$ cat config.mk
export PLATFORM = sky130hd
export DESIGN_NAME = ps2_scancode_rx
export DESIGN_NICKNAME = d
export VERILOG_FILES = /design/src/rtl/ps2_scancode_rx.sv
export SDC_FILE = /design/constraint.sdc
export NUM_CORES = 1
export LEC_CHECK = 0
export CORE_ASPECT_RATIO = 1.2
export CORE_MARGIN = 8
export CORE_UTILIZATION = 30
export CTS_CLUSTER_DIAMETER = 80
export DETAILED_ROUTE_END_ITERATION = 10
export PLACE_DENSITY_LB_ADDON = 0.25
export SLEW_MARGIN = 15
export SYNTH_ARGS = -nofsm -noshare
export SYNTH_HDL_FRONTEND = slang
export SYNTH_SLANG_ARGS = --single-unit
$ cat constraint.sdc
create_clock -name clk -period 2.44 [get_ports clk]
set_clock_uncertainty 0.15 [all_clocks]
set_input_delay 0.488 -clock clk [delete_from_list [all_inputs] [get_ports clk]]
set_output_delay 0.488 -clock clk [all_outputs]
set_load 0.01 [all_outputs]
$ cat src/rtl/ps2_scancode_rx.sv
// PS/2 keyboard receiver: synchronizes and filters the PS/2 lines, deframes
// 11-bit device-to-host frames, and resolves F0/E0 prefixes into registered
// scan codes plus a held-key tracker.
module ps2_scancode_rx #(
  parameter int FILTER_LEN  = 4,
  parameter int TIMEOUT_CYC = 5000
) (
  input  logic       clk,
  input  logic       reset_n,
  input  logic       ps2_clk,
  input  logic       ps2_data,
  output logic [7:0] scancode,
  output logic       code_valid,
  output logic       released,
  output logic       extended,
  output logic       frame_err,
  output logic [7:0] held_code,
  output logic       key_down
);

  localparam int FW = (FILTER_LEN > 1) ? $clog2(FILTER_LEN) : 1;
  localparam int TW = $clog2(TIMEOUT_CYC + 1);

  typedef enum logic [1:0] {
    S_IDLE,
    S_DATA,
    S_PARITY,
    S_STOP
  } state_t;

  state_t        state, state_next;
  logic          clk_s1, clk_s2, data_s1, data_s2;
  logic          clk_filt;
  logic [FW-1:0] fcnt;
  logic          fall;
  logic [TW-1:0] tcnt;
  logic [7:0]    shreg;
  logic [2:0]    bitcnt;
  logic          par;
  logic          brk_pend, ext_pend;
  logic          byte_ok, byte_bad;

  // Two-flop synchronizers for both PS/2 lines, idle high.
  always_ff @(posedge clk) begin
    if (!reset_n) begin
      clk_s1  <= 1'b1;
      clk_s2  <= 1'b1;
      data_s1 <= 1'b1;
      data_s2 <= 1'b1;
    end else begin
      clk_s1  <= ps2_clk;
      clk_s2  <= clk_s1;
      data_s1 <= ps2_data;
      data_s2 <= data_s1;
    end
  end

  // Glitch filter on ps2_clk; emits a one-cycle fall pulse on a filtered 1->0 change.
  always_ff @(posedge clk) begin
    if (!reset_n) begin
      clk_filt <= 1'b1;
      fcnt     <= '0;
      fall     <= 1'b0;
    end else begin
      fall <= 1'b0;
      if (clk_s2 != clk_filt) begin
        if (fcnt == FW'(FILTER_LEN - 1)) begin
          clk_filt <= clk_s2;
          fcnt     <= '0;
          fall     <= clk_filt;
        end else begin
          fcnt <= fcnt + 1'b1;
        end
      end else begin
        fcnt <= '0;
      end
    end
  end

  // Inactivity counter: cleared by every fall, saturates at TIMEOUT_CYC.
  always_ff @(posedge clk) begin
    if (!reset_n) begin
      tcnt <= '0;
    end else if (fall) begin
      tcnt <= '0;
    end else if (tcnt != TW'(TIMEOUT_CYC)) begin
      tcnt <= tcnt + 1'b1;
    end
  end

  // Frame FSM state register.
  always_ff @(posedge clk) begin
    if (!reset_n) state <= S_IDLE;
    else          state <= state_next;
  end

  // Next-state and frame verdict; fall takes priority since it clears the timeout counter.
  always_comb begin
    state_next = state;
    byte_ok    = 1'b0;
    byte_bad   = 1'b0;
    if (fall) begin
      unique case (state)
        S_IDLE:   if (!data_s2) state_next = S_DATA;
        S_DATA:   if (bitcnt == 3'd7) state_next = S_PARITY;
        S_PARITY: state_next = S_STOP;
        S_STOP: begin
          state_next = S_IDLE;
          if (data_s2 && (^{shreg, par})) byte_ok  = 1'b1;
          else                            byte_bad = 1'b1;
        end
        default:  state_next = S_IDLE;
      endcase
    end else if (state != S_IDLE && tcnt == TW'(TIMEOUT_CYC)) begin
      state_next = S_IDLE;
      byte_bad   = 1'b1;
    end
  end

  // Frame datapath: shift data LSB-first and capture the parity bit.
  always_ff @(posedge clk) begin
    if (!reset_n) begin
      shreg  <= '0;
      bitcnt <= '0;
      par    <= 1'b0;
    end else if (fall) begin
      unique case (state)
        S_IDLE: bitcnt <= '0;
        S_DATA: begin
          shreg  <= {data_s2, shreg[7:1]};
          bitcnt <= bitcnt + 1'b1;
        end
        S_PARITY: par <= data_s2;
        default: ;
      endcase
    end
  end

  // Prefix resolution, output registers and held-key tracking.
  always_ff @(posedge clk) begin
    if (!reset_n) begin
      scancode   <= '0;
      code_valid <= 1'b0;
      released   <= 1'b0;
      extended   <= 1'b0;
      frame_err  <= 1'b0;
      held_code  <= '0;
      key_down   <= 1'b0;
      brk_pend   <= 1'b0;
      ext_pend   <= 1'b0;
    end else begin
      code_valid <= 1'b0;
      frame_err  <= 1'b0;
      if (byte_bad) begin
        frame_err <= 1'b1;
        brk_pend  <= 1'b0;
        ext_pend  <= 1'b0;
      end else if (byte_ok) begin
        if (shreg == 8'hF0) begin
          brk_pend <= 1'b1;
        end else if (shreg == 8'hE0) begin
          ext_pend <= 1'b1;
        end else begin
          scancode   <= shreg;
          released   <= brk_pend;
          extended   <= ext_pend;
          code_valid <= 1'b1;
          brk_pend   <= 1'b0;
          ext_pend   <= 1'b0;
          if (!brk_pend) begin
            held_code <= shreg;
            key_down  <= 1'b1;
          end else if (shreg == held_code) begin
            key_down <= 1'b0;
          end
        end
      end
    end
  end

endmodule

* Yosys cells after proc, flatten, opt, wreduce, memory -nomap -nowiden
Cells that the tools add are included.
Cells by class: add/subtract/negate cells 3, multiply operators 0, divide/modulo/power cells 0, magnitude comparators 0, equal/unequal tests 15, shift operators 0, muxes and demuxes 20, bitwise logic cells 7, reduce and logical (&&, ||, !) cells 22
Operators with widths (number):
- 8-bit equality test, second input constant | 2
- 1-bit two-way mux | 14
- 13-bit by 1-bit adder with 13-bit output, second input constant | 1
- 13-bit equality test, second input constant | 1
- 13-bit != test, second input constant | 1
- 2-bit AND reduction | 6
- 5-bit AND reduction | 2
- 9-bit parity | 1
- 8-bit equality test | 1
- 2-bit two-way mux | 4
- 2-bit case mux with 4 select lines | 1
- 1-bit NOT | 7
- 2-bit equality test, second input constant | 3
- 3-bit != test, second input constant | 2
- 3-bit case mux with 2 select lines | 1
- 3-bit AND reduction | 2
- 2-bit nonzero test | 3
- 4-bit AND reduction | 1
- 2-bit OR reduction | 2
- 4-bit OR reduction | 1
- 3-bit by 1-bit adder with 3-bit output, second input constant | 1
- 3-bit equality test, second input constant | 1
- 3-bit OR reduction | 1
- 2-bit by 1-bit adder with 2-bit output, second input constant | 1
- other kinds (6) | 7
Word-level totals: flip-flop bits (word level) 58, latch bits 0, bits in writable memories 0, memory bits (read-only) 0, input bits 4, output and inout bits 21, word-level logic and storage cells 88, memories kept 0

* Longest topological paths before layout
word-level depth 7, depth in mapped cells 7, gate-level depth less buffers 7

* Least setup slack after synthesis
OpenSTA, ideal clock, no wires.
path kind register to register, start point register shreg[7], end point register held_code[0], library setup time 0.128 ns, data arrival time 1.834 ns, data required time 2.162 ns, path slack 0.329 ns, cell stages (with the launch flop) 7, buffers on the path 1, period minus slack after synthesis 2.111 ns, path through dfxtp_1 buf_4 xnor3_1 a2111oi_1 mux2i_4 mux2i_1 nor2_1
Between the ends: word-level cells in the longest chain between the ends 7, elaborated cells between the ends (all ways) 14, those cells by class eq/ne (2); mux (6); bitwise (3); reduce/logical (3)
RTL lines:
- start: declaration | line 37 | logic [7:0] shreg;
- start signal: assignment | line 130 | shreg <= {data_s2, shreg[7:1]};
- 9-bit parity | line 109 | if (data_s2 && (^{shreg, par})) byte_ok = 1'b1;
- 1-bit logical AND | line 109
- 1-bit two-way mux | line 109
- 1-bit two-way mux | line 103 | unique case (state)
- 1-bit two-way mux | line 102 | if (fall) begin
- 1-bit NOT (no source line)
- 5-bit AND reduction (no source line) (*)
- end signal: assignment | line 171 | held_code <= shreg;
- end: declaration | line 17 | output logic [7:0] held_code,
Mark *: on every way between the ends. The rest lies on a longest branch, timed or not. A chain may end at the register's enable or synchronous reset.

* Final worst setup path
start point register shreg[0], end point register held_code[5]
Same word-level chain as after synthesis.

==> impl_metrics.py <==
metrics = {
    "power_and_ir_drop": {
        "p_seq_frac": 0.562,
        "vdd_drop_max_mv": 0.1574,
        "p_sw_frac": 0.2252,
        "p_clk_frac": 0.415,
        "switchingPower_uw": 385.3,
        "power_uw": 1711,
        "p_comb_frac": 0.023,
        "p_int_uw": 1326,
        "powerDensity_mw_per_mm2": 540.2,
        "power.leakage_uw": 0.001320,
    },
    "synth": {
        "synth_common_cells": "dfxtp_1, nor2_1, nand2_1, a21oi_1, mux2i_1",
        "async_flop_share": 0,
        "synth_nets": 295,
        "synth_most_common_cell": "dfxtp_1",
        "syn_inst": 282,
        "synth-edff-count": 0,
        "seq_area_frac_synth": 0.4438,
        "synth_ff_type": "dfxtp_1",
        "synth.area.top_cells": "dfxtp_1, mux2i_1, nor2_1",
        "syn_avg_cell_area_um2": 9.278,
        "synth_top_area_share": 0.4438,
        "synth_warnings": 0,
        "ys_ff_latch": 58,
        "synth_area_leader_cell": "dfxtp_1",
        "synth_cell_types": 46,
        "netlist_area_mm2": 0.002616,
    },
    "timing": {
        "hold_viol": 0,
        "maxSlewHeadroom": 0.6534,
        "setup_tns_ps": 0,
        "worstMarginPinSlew_ps": 519.9,
        "rsz0062_at_grt": "false",
        "period_share": 0.8849,
        "setup_viol": 0,
        "fmax_mhz": 463.1,
        "drv_slew": 0,
        "post-route-min-period_ps": 2159,
        "finalWorstSetupSlack_ps": 280.8,
    },
    "clocking": {
        "cts-root-buf": "clkbuf_8",
        "cts_buffer_depth": 2,
        "cts_sinks": 58,
        "clkLatencyLatePin_ps": 330,
        "post_cts_buffers": 0,
        "path_clk_slew_ps": 60,
        "numCtsBuffers": 9,
        "ctsHoldBuffers": 0,
        "cts_resized": 0,
        "tritoncts": "done",
        "cts.htree.levels": 3,
    },
    "detailed_routing": {
        "vias": 1944,
        "drc": 0,
        "first_iter_violations": 71,
        "postRouteWirelength_mm": 5.511,
        "routedWlPerCell_um": 12.64,
        "avgViaCountPerCell": 4.459,
        "drtPass1Iterations": 7,
        "postRouteAntennaNets": 0,
    },
    "critical_path": {
        "criticalPathCategory": "reg2reg",
        "start_kind": "flop",
        "cp.arrival_ps": 2220,
        "endpoint_kind": "flop",
        "worstPathMaxFanout": 10,
        "cp.required_ps": 2500,
    },
    "placement": {
        "numPortBuffers": 24,
        "dp_hpwl_mm": 3.876,
        "place_ws_ps": 267.5,
        "post_dp_cell_area_mm2": 0.003015,
        "gp_congestion": 0.7483,
    },
    "job": {
        "maxCapViolCount": 0,
    },
    "final_layout": {
        "design.final.nets": 328,
        "syn_to_final_growth_pct": 21.04,
        "n_fill_cell": 904,
        "multi_input_area_mm2": 0.001336,
        "area.sequential_mm2": 0.001161,
        "antenna_cells": 0,
        "fin_area_mm2": 0.003167,
        "drive_gt1_frac": 0.1066,
    },
    "grt": {
        "grt_max_degree": 35,
        "grt_pass1_vias": 1904,
        "antenna_found_initial": 0,
        "grt_usage": 0.09748,
        "grt-ovfl-total": 0,
        "grt_pass1_wl_mm": 9.280,
    },
    "floorplanning": {
        "start_util": 0.3071,
        "dieArea_mm2": 0.01198,
        "num_rows": 37,
        "ios": 25,
        "fp.dieH_um": 118.3,
        "fp.dieW_um": 101.3,
        "coreArea_mm2": 0.008518,
    },
    "outcome": {
        "status": "completed",
    },
    "hold_path": {
        "worst_hold_path_type": "reg2reg",
    },
}
[power by group through the flow]
stage | registers [µW] | clock network, µW | logic, µW
after floorplan | 981 | 0 | 26.1
after global placement | 983 | 0 | 39.9
after detailed placement | 983 | 0 | 40.3
after CTS | 962 | 736 | 40.6
after global routing | 963 | 769 | 44.4
final | 962 | 709 | 39.4
[placed cells by master, fill, tap and decap left out, types with 8 or more instances in the layout]
cell             synthesis  routed
clkdlybuf4s50_1          0      24
clkbuf_8                 0       9
nor2_1                  40      40
xor2_1                  12      12
nand2_1                 27      27
a21oi_1                 21      21
ha_1                     9       9
dfxtp_1                 58      58
inv_1                    8       8
o21ai_0                  9       9
buf_4                    5      13
mux2i_1                 18      18
xnor2_1                  9       9
nand3_1                  9       9
[through the flow]
stage | hold WS (ps) | utilization | cells
finish | 257.7 | 0.3718 | 436
global route | 272.9 | 0.3718 | 436
CTS | 258.6 | 0.3718 | 436
detailed placement | 243.7 | 0.3540 | 421
global placement | 245.8 | 0.3540 | 421
floorplan | 236.3 | - | 282
[kinds of logic after synthesis]
logic type | share of synthesized area
flip-flops | 0.4438
adder cells (fa/ha/maj) | 0.04304
multiplexers | 0.08273
AO/OA/AOI/OAI | 0.09038
XOR/XNOR | 0.09708
AND/OR/NAND/NOR | 0.1975
buffers and inverters | 0.04543
[final timing paths]
kind / endpoint / startpoint / slack, ps / depth (start not counted)
setup / recovery: held_code[5] / shreg[0] / 280 / 5
hold reg to reg: clk_s2 / clk_s1 / 260 / 1
hold / removal: clk_s2 / clk_s1 / 260 / 1
setup reg to reg: held_code[5] / shreg[0] / 280 / 5
[cell type report]
class | count | share of cell area
multi-input combinational | 200 | 0.4220
sequential | 58 | 0.3667
timing repair buffer | 37 | 0.1067
tap | 117 | 0.04623
clock buffer | 11 | 0.04149
inverter | 9 | 0.01067
clock inverter | 4 | 0.006322
[layer usage]
layer  track usage  share of wire  vias up
met2        0.1587           0.49       27
met3       0.02525          0.030       12
met1        0.1114           0.46      887
met4       0.05789          0.025        0
li1              -              -     1018
met5             0              0        -
[critical path: stages (launching register included)]
cell	delay [ps]
dfxtp_1	440
xor2_1	170
xnor3_2	530
mux2i_4	450
mux2i_1	240
nor2_1	50
[sequential cells by signal, indices dropped and copies added (netlist names), 2 cells and up]
| register | count |
|---|---|
| tcnt | 13 |
| held_code | 8 |
| scancode | 8 |
| shreg | 8 |
| bitcnt | 3 |
| fcnt | 2 |
| state | 2 |
(Power assumes the default switching activity.)
